## src/rtl/lstm_seq_ctrl.sv

```systemverilog
// rtl/lstm_seq_ctrl.sv - LSTM sequence recurrence controller; define LSTM_HIST_EN for per-step h/c history.
module lstm_seq_ctrl #(
    parameter int WIDTH    = 32,
    parameter int NUM_X    = 2,
    parameter int NUM_H    = 1,
    parameter int CELL_LAT = 1,
    parameter int T_MAX    = 16
) (
    input  logic                             clk,
    input  logic                             rst,
    input  logic                             i_valid,
    output logic                             o_ready,
    input  logic                             i_first,
    input  logic                             i_last,
    input  logic [NUM_X*WIDTH-1:0]           i_x,
    output logic [(NUM_H+NUM_X)*WIDTH-1:0]   o_cell_x,
    output logic [NUM_H*WIDTH-1:0]           o_cell_c,
    output logic                             o_cell_start,
    input  logic [NUM_H*WIDTH-1:0]           i_cell_h,
    input  logic [NUM_H*WIDTH-1:0]           i_cell_c,
    output logic                             o_valid,
    input  logic                             i_ready,
    output logic [NUM_H*WIDTH-1:0]           o_h,
    output logic [NUM_H*WIDTH-1:0]           o_c,
    output logic [$clog2(T_MAX)-1:0]         o_step,
    output logic                             o_last,
    output logic                             o_ovf
`ifdef LSTM_HIST_EN
    ,
    input  logic [$clog2(T_MAX)-1:0]         i_hist_addr,
    output logic [NUM_H*WIDTH-1:0]           o_hist_h,
    output logic [NUM_H*WIDTH-1:0]           o_hist_c
`endif
);
    localparam int STEP_W = $clog2(T_MAX);
    localparam int HW     = NUM_H * WIDTH;
    localparam logic [STEP_W-1:0] STEP_MAX = STEP_W'(T_MAX - 1);

    typedef enum logic [1:0] {IDLE, ISSUE, WAIT, OUT} state_t;

    state_t                 state_q;
    logic [HW-1:0]          h_q, c_q, o_h_q, o_c_q;
    logic [NUM_X*WIDTH-1:0] x_q;
    logic                   last_q, ready_q, start_q, valid_q, o_last_q, ovf_q;
    logic [STEP_W-1:0]      step_q, step_d, o_step_q;
    logic [3:0]             wcnt_q;
    logic                   capture;

    assign capture = (state_q == WAIT) && (wcnt_q == 4'd1);

    // Step index once the presented result is consumed; saturates after an overflowing sequence.
    always_comb begin
        step_d = step_q + STEP_W'(1);
        if (o_last_q)
            step_d = '0;
        else if (step_q == STEP_MAX)
            step_d = step_q;
    end

    always_ff @(posedge clk or posedge rst) begin
        if (rst) begin
            state_q  <= IDLE;
            h_q      <= '0;
            c_q      <= '0;
            x_q      <= '0;
            last_q   <= 1'b0;
            o_h_q    <= '0;
            o_c_q    <= '0;
            step_q   <= '0;
            o_step_q <= '0;
            o_last_q <= 1'b0;
            ovf_q    <= 1'b0;
            valid_q  <= 1'b0;
            start_q  <= 1'b0;
            ready_q  <= 1'b1;
            wcnt_q   <= '0;
        end else begin
            case (state_q)
                IDLE: begin
                    if (i_valid && ready_q) begin
                        x_q     <= i_x;
                        last_q  <= i_last;
                        ready_q <= 1'b0;
                        start_q <= 1'b1;
                        state_q <= ISSUE;
                        if (i_first) begin
                            h_q    <= '0;
                            c_q    <= '0;
                            step_q <= '0;
                            ovf_q  <= 1'b0;
                        end else if (step_q == STEP_MAX && !i_last) begin
                            ovf_q  <= 1'b1;
                        end
                    end
                end
                ISSUE: begin
                    start_q <= 1'b0;
                    wcnt_q  <= 4'(CELL_LAT);
                    state_q <= WAIT;
                end
                WAIT: begin
                    if (capture) begin
                        h_q      <= i_cell_h;
                        c_q      <= i_cell_c;
                        o_h_q    <= i_cell_h;
                        o_c_q    <= i_cell_c;
                        o_step_q <= step_q;
                        o_last_q <= last_q;
                        valid_q  <= 1'b1;
                        state_q  <= OUT;
                    end else begin
                        wcnt_q   <= wcnt_q - 4'd1;
                    end
                end
                OUT: begin
                    if (i_ready) begin
                        valid_q <= 1'b0;
                        ready_q <= 1'b1;
                        step_q  <= step_d;
                        state_q <= IDLE;
                    end
                end
                default: state_q <= IDLE;
            endcase
        end
    end

    assign o_ready      = ready_q;
    assign o_cell_start = start_q;
    assign o_cell_x     = {h_q, x_q};
    assign o_cell_c     = c_q;
    assign o_valid      = valid_q;
    assign o_h          = o_h_q;
    assign o_c          = o_c_q;
    assign o_step       = o_step_q;
    assign o_last       = o_last_q;
    assign o_ovf        = ovf_q;

`ifdef LSTM_HIST_EN
    logic [2*HW-1:0] hist_mem [T_MAX];
    logic [HW-1:0]   hist_h_q, hist_c_q;
    logic            hist_we;

    assign hist_we = capture && !ovf_q;

    always_ff @(posedge clk) begin
        if (hist_we)
            hist_mem[step_q] <= {i_cell_h, i_cell_c};
    end

    // Write-first read port so a same-cycle capture is visible immediately.
    always_ff @(posedge clk or posedge rst) begin
        if (rst) begin
            hist_h_q <= '0;
            hist_c_q <= '0;
        end else if (hist_we && step_q == i_hist_addr) begin
            hist_h_q <= i_cell_h;
            hist_c_q <= i_cell_c;
        end else begin
            {hist_h_q, hist_c_q} <= hist_mem[i_hist_addr];
        end
    end

    assign o_hist_h = hist_h_q;
    assign o_hist_c = hist_c_q;
`endif

endmodule

```

## config.mk

```make
export PLATFORM = sky130hd
export DESIGN_NAME = lstm_seq_ctrl
export DESIGN_NICKNAME = d
export VERILOG_FILES = /design/src/rtl/lstm_seq_ctrl.sv
export SDC_FILE = /design/constraint.sdc
export NUM_CORES = 1
export LEC_CHECK = 0
export CORE_MARGIN = 4
export CORE_UTILIZATION = 44
export CTS_CLUSTER_DIAMETER = 40
export CTS_CLUSTER_SIZE = 30
export DETAILED_ROUTE_END_ITERATION = 10
export GPL_ROUTABILITY_DRIVEN = 0
export GPL_TIMING_DRIVEN = 0
export MAX_ROUTING_LAYER = met4
export PLACE_DENSITY = 0.8
export REMOVE_ABC_BUFFERS = 1
export SLEW_MARGIN = 20
export SYNTH_ARGS = -nofsm -noshare
export SYNTH_HDL_FRONTEND = slang
export SYNTH_SLANG_ARGS = --single-unit
```

## constraint.sdc

```tcl
create_clock -name clk -period 8.7 [get_ports clk]
set_input_delay 0.87 -clock clk [delete_from_list [all_inputs] [get_ports clk]]
set_output_delay 0.87 -clock clk [all_outputs]
set_load 0.02 [all_outputs]
```

==> out/results.ini, run 1 <==
[run_status]
run_status=completed

[power_and_ir_drop]
design_power_total_mw=5.20
power.internal_mw=3.36
swShare_pct=35.3
ir_drop_uv=262
leakagePower_nw=5.74
cellPowerDensity_mw_per_mm2=386
power_frac_comb_pct=45.9
power.switching_mw=1.83
clock_power_share_pct=23.6
share_seq_of_total_power_pct=30.5

[setup_path]
endpoint_kind_of_the_worst_setup_timing_path=register
worst-endpoint-arrival_ns=3.29
startpoint_type_of_the_worst_setup_path=register
top_delay_family_on_crit_path=buffers and inverters
reg2reg_depth=7
path_common_cell=sky130_fd_sc_hd__buf_12
crit_chain=inv_1 > ha_4 > buf_12 > and4bb_4 > buf_12 > buf_12 > mux2_2
critical_path_depth=7
r2r_setup_slk_ns=5.81
critical_path_required_ns=9.10
path_class=reg2reg
critPathBufInv=4
worst_path_largest_cell_delay_ns=0.54
critical_path.slowest_cell=sky130_fd_sc_hd__and4bb_4
crit_path_max_fanout=39

[timing]
timing.fmax_ghz=0.346
worst_slew_pin_slew_ns=0.766
finalSetupTns_ns=0
maxSlewViolCount=0
rsz0062_at_grt=no
final_period_minus_worst_setup_slack_ns=2.89
largest_clock_skew_in_the_final_design_ns=0.00988
min_period_over_period_pct=33.2
timing.hold.ws_ns=0.492
final_setup_violation_count=0
relative_slew_slack_pct=48.9
hold_fails_final_rpt=0

[global_routing]
antenna_found_initial=0
grt_pass1_wl_um=36800
grt_start_max_net_pins=97
grt_pass1_vias=6772
globalRoute.totalOverflow=0
groute.usage.overall_pct=21.6

[die]
floorplan.initialDensity_pct=44.8
placeableCoreArea_mm2=0.0195
fp.dieH_um=149
die-area_mm2=0.0221
placementRows=51
top_level_ports=335
dieWidth_um=149

[yosys]
ys.warnings.count=0
post_synth_main_area_contributors=sky130_fd_sc_hd__dfrtp_1 (61%), sky130_fd_sc_hd__mux2_2 (17%), sky130_fd_sc_hd__mux2i_1 (7.8%)
mappedNetlistArea_mm2=0.00872
dominantRegCellSynth=sky130_fd_sc_hd__dfrtp_1
netlist.area_leader.share_pct=60.6
synth_enable_flop_cells=0
post_synth_cell_types=35
async_reset_ff_share_pct=100
synth_top_cell_by_area=sky130_fd_sc_hd__dfrtp_1
yosysSeqAreaShare_pct=60.9
synth_common_cells=sky130_fd_sc_hd__dfrtp_1 (211), sky130_fd_sc_hd__mux2_2 (135), sky130_fd_sc_hd__inv_1 (74), sky130_fd_sc_hd__nand2_1 (70), sky130_fd_sc_hd__mux2i_1 (68)
yosys_register_bits=212
yosysMostFrequentCell=sky130_fd_sc_hd__dfrtp_1
count_of_mapped_cells_out_of_synthesis=642
avgSynthCellArea_um2=13.6

[clock_tree]
htreeDepth=1
total_cts_buffers=31
cts.hold.buffers_added=0
clk_slew_on_worst_s_h_paths_ns=0.05
clock_insertion_delay_worst_skew_ns=0.53
clkSinkCount=212
cts_repair_resize_count=0
tritoncts=yes
cts-root-buf=sky130_fd_sc_hd__clkbuf_16
post_cts.repair.setup_buffers=0
cts.path.max_buffers=3

[final_layout]
layout.core_utilization_pct=69.1
final_nets=1131
syn_to_final_growth_pct=54.3
antenna_cells=0
n_fill_cell=1386
drive_gt1_share_pct=20.6

[run]
drv_cap=0

[routing]
drc=0
avgViaCountPerCell=4.85
detail_route.first_pass.iterations=4
postRouteAntennaNets=0
routed-via-count=6191
drt_first_iter_violations=190
drt-wirelength-per-cell_um=18.6
drt-total-wl_um=23700

[worst_hold_path]
worst_hold_path.num_cells=1
type_of_the_most_critical_hold_path=reg2reg

[placement]
hpwl_um=17100
placement.io_buffers=334

## sequential cells by signal (all words and copies together), names as in the netlist
register	cells
state_q	2
last_q	1
o_ready	1
o_step	4
o_c	32
step_q	4
o_cell_c	32
h_q	32
wcnt_q	4
o_cell_start	1
x_q	64
o_last	1
o_h	32
o_ovf	1
o_valid	1
## final cells by class
cell class | count | area [um^2] | share of cell area [%]
Inverter | 74 | 285 | 2.12
Clock buffer | 35 | 821 | 6.10
Clock inverter | 21 | 225 | 1.67
Tap cell | 265 | 332 | 2.46
Sequential cell | 212 | 5310 | 39.4
Timing Repair Buffer | 344 | 3580 | 26.6
Multi-Input combinational cell | 326 | 2910 | 21.6
## logic make-up (layout without fill, tap and decap cells)
group                    count (synthesis)  count (layout)  synth area share, %
AND/OR/NAND/NOR                         93              93                 4.62
flip-flops                             212             212                 60.9
buffers and inverters                  104             474                 6.11
multiplexers                           203             203                 25.2
adder cells (fa/ha/maj)                  8               8                 1.15
AO/OA/AOI/OAI                           22              22                 2.00
## stage by stage
step	setup WS (ns)	std cells	cell area (um^2)
after floorplan	2.04	612	8460
after global placement	-0.904	1211	12100
after detailed placement	5.37	1221	12400
after CTS	5.76	1277	13500
after global routing	5.62	1277	13500
final	5.81	1277	13500
## power by group through the flow
stage	logic, mW	registers [mW]	clock network (mW)
after floorplan	0.797	2.04	0
after global placement	2.34	1.57	0
after detailed placement	2.41	1.60	0
after CTS	2.42	1.59	1.26
after global routing	2.52	1.64	1.30
final	2.38	1.58	1.23
## path summary, 6_finish.rpt
path                             from      endpoint
setup / recovery           state_q[0]        o_h[5]
hold / removal                  o_ovf         o_ovf
setup reg to reg           state_q[0]        o_h[5]
hold reg to reg                 o_ovf         o_ovf
max in group asynchronous         rst       o_ready
min in group asynchronous         rst  o_cell_c[18]
## cells in the final DEF, fill, tap and decap left out, types with 5 or more instances in the layout
cell                              synthesis  layout
sky130_fd_sc_hd__buf_16                   0       5
sky130_fd_sc_hd__clkbuf_16                0      31
sky130_fd_sc_hd__clkdlybuf4s50_1          0     334
sky130_fd_sc_hd__clkinv_2                 0       5
sky130_fd_sc_hd__clkinv_4                 0       7
sky130_fd_sc_hd__clkinvlp_4               0       5
sky130_fd_sc_hd__dfrtp_1                211     211
sky130_fd_sc_hd__ha_1                     8       7
sky130_fd_sc_hd__inv_1                   74      73
sky130_fd_sc_hd__mux2_2                 135     135
sky130_fd_sc_hd__mux2i_1                 68      68
sky130_fd_sc_hd__nand2_1                 70      70
## layer usage
metal	GRT usage [%]	vias up	share of wire (%)
met5	-	-	0
met4	6.32	0	3.4
met3	7.66	58	10
met2	36.8	272	49
met1	24.2	3028	38
li1	-	2833	-
Power figures use the tool's default switching activity.
==> run 2: changes to the inputs <==
--- a/config.mk
+++ b/config.mk
@@ -6,14 +6,14 @@
 export NUM_CORES = 1
 export LEC_CHECK = 0
 export CORE_MARGIN = 4
-export CORE_UTILIZATION = 44
+export CORE_UTILIZATION = 40
 export CTS_CLUSTER_DIAMETER = 40
 export CTS_CLUSTER_SIZE = 30
 export DETAILED_ROUTE_END_ITERATION = 10
 export GPL_ROUTABILITY_DRIVEN = 0
 export GPL_TIMING_DRIVEN = 0
 export MAX_ROUTING_LAYER = met4
-export PLACE_DENSITY = 0.8
+export PLACE_DENSITY = 0.77
 export REMOVE_ABC_BUFFERS = 1
 export SLEW_MARGIN = 20
 export SYNTH_ARGS = -nofsm -noshare
==> constraint.sdc (replaced) <==
create_clock -name clk -period 2.4 [get_ports clk]
set_input_delay 0.24 -clock clk [delete_from_list [all_inputs] [get_ports clk]]
set_output_delay 0.24 -clock clk [all_outputs]
set_load 0.02 [all_outputs]
==> run 2 against run 1 <==
Compared with the run above:
- combinational power rose to 3.7 times the previous value
- design area rose by 1.7%
- final cell count rose by 1.6%
- clock skew rose by 0.0061 ns
- fmax rose by 30%
- via count rose by 2.1%
- register-to-register slack got worse by 5.6 ns
- flip-flop and latch count did not move
- wire length rose by 1.8%
- critical path type unchanged
==> out/results.ini, run 2 (synthesis results as in run 1) <==
[die]
die-area_mm2=0.0242  ; +9.4%
fp.dieH_um=156  ; +4.6%
top_level_ports=335  ; unchanged
floorplan.initialDensity_pct=41.1  ; -3.7 points
dieWidth_um=156  ; +4.6%
placeableCoreArea_mm2=0.0212  ; +9.0%
placementRows=53  ; +3.9%

[power_and_ir_drop]
design_power_total_mw=19.5  ; +280%
leakagePower_nw=5.86  ; +2.0%
cellPowerDensity_mw_per_mm2=1430  ; +270%
ir_drop_uv=978  ; +270%

[global_routing]
grt_start_max_net_pins=104  ; +7.2%
globalRoute.totalOverflow=0  ; unchanged
groute.usage.overall_pct=20.2  ; -1.5 points
grt_pass1_vias=6772  ; unchanged
antenna_found_initial=0  ; unchanged
grt_pass1_wl_um=37400  ; +1.9%

[final_layout]
n_fill_cell=1591  ; +15%
drive_gt1_share_pct=21.3  ; +0.78 points
final_cell_count_no_fill=1297  ; +1.6%
commonest_non_fill_non_tap_cells_in_the_layout=sky130_fd_sc_hd__clkdlybuf4s50_1 (334), sky130_fd_sc_hd__dfrtp_1 (211), sky130_fd_sc_hd__mux2_2 (135)
regMostFlops=x_q
antenna_cells=0  ; unchanged
layout.core_utilization_pct=64.5  ; -4.6 points
layout_commonest_cell=sky130_fd_sc_hd__clkdlybuf4s50_1
final_nets=1141  ; +0.88%
finalInstanceArea_mm2=0.0137  ; +1.7%
largest_register_ff_count=64  ; unchanged
syn_to_final_growth_pct=57.0

[setup_path]
endpoint_kind_of_the_worst_setup_timing_path=register
path_class=reg2reg
reg2reg_depth=8  ; +1
worst-endpoint-arrival_ns=2.64  ; -0.65 ns
worstReg2RegStart=state_q[0]
rr_endpoint=o_cell_c[5]
startpoint_type_of_the_worst_setup_path=register
critical_path_required_ns=2.81  ; -6.29 ns
crit_path_max_fanout=17  ; -56%
r2r_setup_slk_ns=0.17  ; -5.64 ns

[timing]
timing.fmax_ghz=0.448  ; +30%
rsz0062_at_grt=no
finalSetupTns_ns=0  ; unchanged
largest_clock_skew_in_the_final_design_ns=0.0159  ; +0.00607 ns
min_period_over_period_pct=92.9  ; +60 points
final_setup_violation_count=0  ; unchanged
layout_setup_ws_ns=0.170  ; -5.64 ns
hold_fails_final_rpt=0  ; unchanged
timing.hold.ws_ns=0.0778  ; -0.415 ns
worst_slew_pin_slew_ns=0.520  ; -0.246 ns
relative_slew_slack_pct=65.4  ; +16 points
final_period_minus_worst_setup_slack_ns=2.23  ; -0.660 ns
maxSlewViolCount=0  ; unchanged

[clock_tree]
cts.path.max_buffers=3  ; unchanged
clkSinkCount=212  ; unchanged
tritoncts=yes
clk_slew_on_worst_s_h_paths_ns=0.06  ; about the same
total_cts_buffers=35  ; +13%
clock_insertion_delay_worst_skew_ns=0.48  ; -0.05 ns
htreeDepth=2  ; +1
cts-root-buf=sky130_fd_sc_hd__clkbuf_16

[placement]
place.detailed.instances=1230  ; +0.74%
dp_worst_setup_slack_ns=-0.456  ; -5.83 ns
hpwl_um=16800  ; -1.5%
dpl-instance-area_mm2=0.0124  ; unchanged
placement.io_buffers=334  ; unchanged

[routing]
detail_route.first_pass.iterations=4  ; unchanged
drc=0  ; unchanged
avgViaCountPerCell=4.87  ; +0.53%
postRouteAntennaNets=0  ; unchanged
routed-via-count=6321  ; +2.1%
drt-wirelength-per-cell_um=18.6  ; +0.24%
drt-total-wl_um=24200  ; +1.8%
drt_first_iter_violations=184  ; -3.2%

[worst_hold_path]
type_of_the_most_critical_hold_path=in2async

[run]
drv_cap=0  ; unchanged

[run_status]
run_status=completed

[run 2: cell count changes in the layout (fill, tap and decap cells not counted), moves of 2 or more]
cell / delta
sky130_fd_sc_hd__clkinv_4: -7
sky130_fd_sc_hd__buf_4: +4
sky130_fd_sc_hd__clkbuf_16: +4
sky130_fd_sc_hd__inv_6: +4
sky130_fd_sc_hd__bufinv_16: +2
sky130_fd_sc_hd__clkbuf_8: +2
[run 2: timing repair]
| action | CTS | global route |
|---|---|---|
| resized for setup | 0 | 1 |
| cloned | 1 | 0 |
| setup buffers | 5 | 1 |
| pin swaps | 3 | 0 |
| endpoints found under the setup margin | 135 | 18 |
| hold buffers | 0 | 0 |
[run 2: per-layer routing]
metal,share of wire (%),up-vias,GRT usage (%),wire length (um)
met3,10,42,7.74,2510
met1,39,3116,23.5,9450
li1,-,2871,-,-
met4,2.5,0,5.71,607
met5,0,-,-,0
met2,48,292,32.8,11600
[run 2: worst max-delay path: stages, from the launching register on]
cell and delay [ns]:
sky130_fd_sc_hd__dfrtp_1 0.41, sky130_fd_sc_hd__inv_1 0.15, sky130_fd_sc_hd__ha_1 0.38, sky130_fd_sc_hd__nand4_1 0.24, sky130_fd_sc_hd__a22oi_4 0.22, sky130_fd_sc_hd__buf_12 0.15
sky130_fd_sc_hd__buf_16 0.17, sky130_fd_sc_hd__buf_16 0.19, sky130_fd_sc_hd__mux2i_1 0.22
[run 2: layout make-up]
class | count | area, um^2 | area share, %
clock inverters | 19 | 251 | 1.84
inverters | 74 | 285 | 2.08
clock buffers | 41 | 948 | 6.93
repair buffers | 349 | 3630 | 26.5
well taps | 275 | 344 | 2.51
flip-flops and latches | 212 | 5310 | 38.8
multi-input cells | 327 | 2920 | 21.4
[run 2: how the worst max path moves through the flow]
stage / slack (ns) / endpoint / startpoint / cells past startpoint
finish: 0.17 / o_cell_c[5] / state_q[0] / 8
detailed placement: -0.46 / o_cell_c[28] / state_q[0] / 8
global placement: -6.60 / o_h[30] / rst / 2
CTS: 0.03 / o_last / state_q[0] / 5
floorplan: -3.63 / h_q[0] / rst / 1
global route: 0.04 / o_cell_c[30] / state_q[0] / 8
[run 2: power by group]
part	total, mW	switching, mW	internal (mW)	leakage, nW
registers	5.73	0.730	5.00	2.66
clock network	5.09	1.72	3.37	0.583
logic	8.73	4.26	4.47	2.62
==> run 3: changes to the inputs <==
--- a/config.mk
+++ b/config.mk
@@ -7,7 +7,7 @@
 export LEC_CHECK = 0
 export CORE_MARGIN = 4
 export CORE_UTILIZATION = 40
-export CTS_CLUSTER_DIAMETER = 40
+export CTS_CLUSTER_DIAMETER = 200
 export CTS_CLUSTER_SIZE = 30
 export DETAILED_ROUTE_END_ITERATION = 10
 export GPL_ROUTABILITY_DRIVEN = 0
==> run 3 against run 2 <==
Compared with the run above:
- non-clock buffer count up 1
- global-route usage down 1.1 points
- critical path depth is the same
- flip-flop and latch count unchanged
- combinational power barely moved
- setup slack got worse by 0.016 ns
- register-to-register slack worse by 0.02 ns
- total power down 16%
==> out/results.ini, run 3 (synthesis results as in run 1) <==
[run_status]
run_status=completed

[timing]
final_setup_violation_count=0  ; unchanged
largest_clock_skew_in_the_final_design_ns=0.0425  ; +0.0266 ns
hold_fails_final_rpt=0  ; unchanged
finalSetupTns_ns=0  ; unchanged
maxSlewViolCount=0  ; unchanged
timing.fmax_ghz=0.445  ; -0.69%
worst_slew_pin_slew_ns=0.531  ; +0.0108 ns
layout_setup_ws_ns=0.155  ; -0.0155 ns
min_period_over_period_pct=93.6  ; +0.65 points
rsz0062_at_grt=no
final_period_minus_worst_setup_slack_ns=2.25  ; +0.0155 ns
relative_slew_slack_pct=64.6  ; -0.72 points

[setup_path]
worst-endpoint-arrival_ns=2.63  ; about the same
reg2reg_depth=8  ; unchanged
crit_path_max_fanout=17  ; unchanged
rr_endpoint=o_cell_c[30]
startpoint_type_of_the_worst_setup_path=register
r2r_setup_slk_ns=0.15  ; -0.02 ns
critPathLaunch=state_q[0]
path_class=reg2reg
critical_path_required_ns=2.79  ; -0.02 ns
worstReg2RegStart=state_q[0]
endpoint_kind_of_the_worst_setup_timing_path=register
worstSetupEndpoint=o_cell_c[30]

[clock_tree]
clock_insertion_delay_worst_skew_ns=0.47  ; about the same
cts.hold.buffers_added=0  ; unchanged
clkSinkCount=212  ; unchanged
htreeDepth=1  ; -1
total_cts_buffers=11  ; -69%
cts.path.max_buffers=3  ; unchanged
tritoncts=yes
cts-root-buf=sky130_fd_sc_hd__clkbuf_16
clk_slew_on_worst_s_h_paths_ns=0.12  ; +0.06 ns

[routing]
drt_first_iter_violations=209  ; +14%
detail_route.first_pass.iterations=4  ; unchanged
routed-via-count=6099  ; -3.5%
drt-total-wl_um=23200  ; -3.9%
postRouteAntennaNets=0  ; unchanged
avgViaCountPerCell=4.87  ; about the same
drt-wirelength-per-cell_um=18.6  ; -0.46%
drc=0  ; unchanged

[final_layout]
drive_gt1_share_pct=17.6  ; -3.7 points
layout_commonest_cell=sky130_fd_sc_hd__clkdlybuf4s50_1
regMostFlops=x_q
final_cell_count_no_fill=1252  ; -3.5%
syn_to_final_growth_pct=46.9
antenna_cells=0  ; unchanged
final_nets=1118  ; -2.0%
largest_register_ff_count=64  ; unchanged
commonest_non_fill_non_tap_cells_in_the_layout=sky130_fd_sc_hd__clkdlybuf4s50_1 (334), sky130_fd_sc_hd__dfrtp_1 (211), sky130_fd_sc_hd__mux2_2 (135)

[global_routing]
grt_pass1_vias=6375  ; -5.9%
groute.usage.overall_pct=19.1  ; -1.1 points
antenna_found_initial=0  ; unchanged
globalRoute.totalOverflow=0  ; unchanged
grt_pass1_wl_um=35600  ; -4.9%
grt_start_max_net_pins=104  ; unchanged

[power_and_ir_drop]
power_frac_comb_pct=53.0  ; +8.4 points
ir_drop_uv=774  ; -21%
cellPowerDensity_mw_per_mm2=1280  ; -10%
share_seq_of_total_power_pct=34.7  ; +5.4 points
swShare_pct=37.2  ; +2.8 points
leakagePower_nw=5.43  ; -7.3%
clock_power_share_pct=12.3  ; -14 points
power.internal_mw=10.3  ; -20%
power.switching_mw=6.10  ; -9.1%

[die]
floorplan.initialDensity_pct=41.1  ; unchanged
placementRows=53  ; unchanged
fp.dieH_um=156  ; unchanged
die-area_mm2=0.0242  ; unchanged
placeableCoreArea_mm2=0.0212  ; unchanged
top_level_ports=335  ; unchanged
dieWidth_um=156  ; unchanged

[placement]
place.detailed.instances=1230  ; unchanged
placement.io_buffers=334  ; unchanged
dp_worst_setup_slack_ns=-0.456  ; unchanged
hpwl_um=16800  ; unchanged

[run]
drv_cap=0  ; unchanged

[worst_hold_path]
type_of_the_most_critical_hold_path=in2async

-- run 3: cell types whose count changed in the layout (fill, tap and decap cells not counted), sizes merged --
cell	before	now
clkbuf	41	13
clkinv	5	1
buf	15	16
clkinvlp	4	0
bufinv	5	0
inv	79	74
-- run 3: worst max-delay path, cell delays in order (launching register included) --
cell	delay (ns)
sky130_fd_sc_hd__dfrtp_1	0.43
sky130_fd_sc_hd__inv_1	0.15
sky130_fd_sc_hd__ha_1	0.38
sky130_fd_sc_hd__nand4_1	0.24
sky130_fd_sc_hd__a22oi_4	0.22
sky130_fd_sc_hd__buf_12	0.15
sky130_fd_sc_hd__buf_16	0.17
sky130_fd_sc_hd__buf_16	0.18
sky130_fd_sc_hd__mux2i_1	0.22
-- run 3: power groups by stage --
| stage | combinational, mW | clock (mW) | sequential (mW) |
|---|---|---|---|
| after floorplan | 2.89 | 0 | 7.38 |
| after global placement | 8.45 | 0 | 5.70 |
| after detailed placement | 8.64 | 0 | 5.78 |
| after CTS | 8.79 | 2.12 | 5.70 |
| after global routing | 9.22 | 2.23 | 5.88 |
| final | 8.70 | 2.02 | 5.69 |
-- run 3: timing repair --
action | 4_1_cts | 5_1_grt
buffers inserted | 5 | 2
pin swaps | 3 | 0
gates resized for setup | 0 | 1
gates cloned | 1 | 0
setup endpoints to repair | 136 | 39
-- run 3: layout make-up --
type | count | area [um^2]
Clock buffer | 13 | 283
Clock inverter | 1 | 30.0
Fill cell | 1697 | 8420
Inverter | 74 | 285
Multi-Input combinational cell | 327 | 2920
Sequential cell | 212 | 5310
Tap cell | 275 | 344
Timing Repair Buffer | 350 | 3630
-- run 3: per-layer routing --
metal / global-route usage (%) / vias up / part of all wire (%)
met5: - / - / 0
met4: 3.58 / 0 / 1.7
met3: 6.27 / 21 / 10
met2: 31.5 / 269 / 48
met1: 23.2 / 3009 / 40
li1: - / 2800 / -
-- run 3: worst min path at each step --
stage                     startpoint           end  slack (ns)  cells after the start
after global placement         o_ovf         o_ovf        0.47                      1
after global routing             rst       x_q[38]        0.07                      2
after CTS                        rst  o_cell_c[18]        0.07                      2
after detailed placement       o_ovf         o_ovf        0.48                      1
final                            rst       x_q[38]        0.08                      2
after floorplan              i_ready       o_valid        0.35                      1
-- run 3: metrics by stage --
stage / area [um^2] / utilization, % / total power, mW / hold WS [ns]
global route: 12800 / 60.3 / 17.3 / 0.0699
floorplan: 8460 / - / 10.3 / 0.350
finish: 12800 / 60.3 / 16.4 / 0.0839
CTS: 12800 / 60.2 / 16.6 / 0.0692
global placement: 12100 / 57.3 / 14.2 / 0.475
detailed placement: 12400 / 58.5 / 14.4 / 0.483
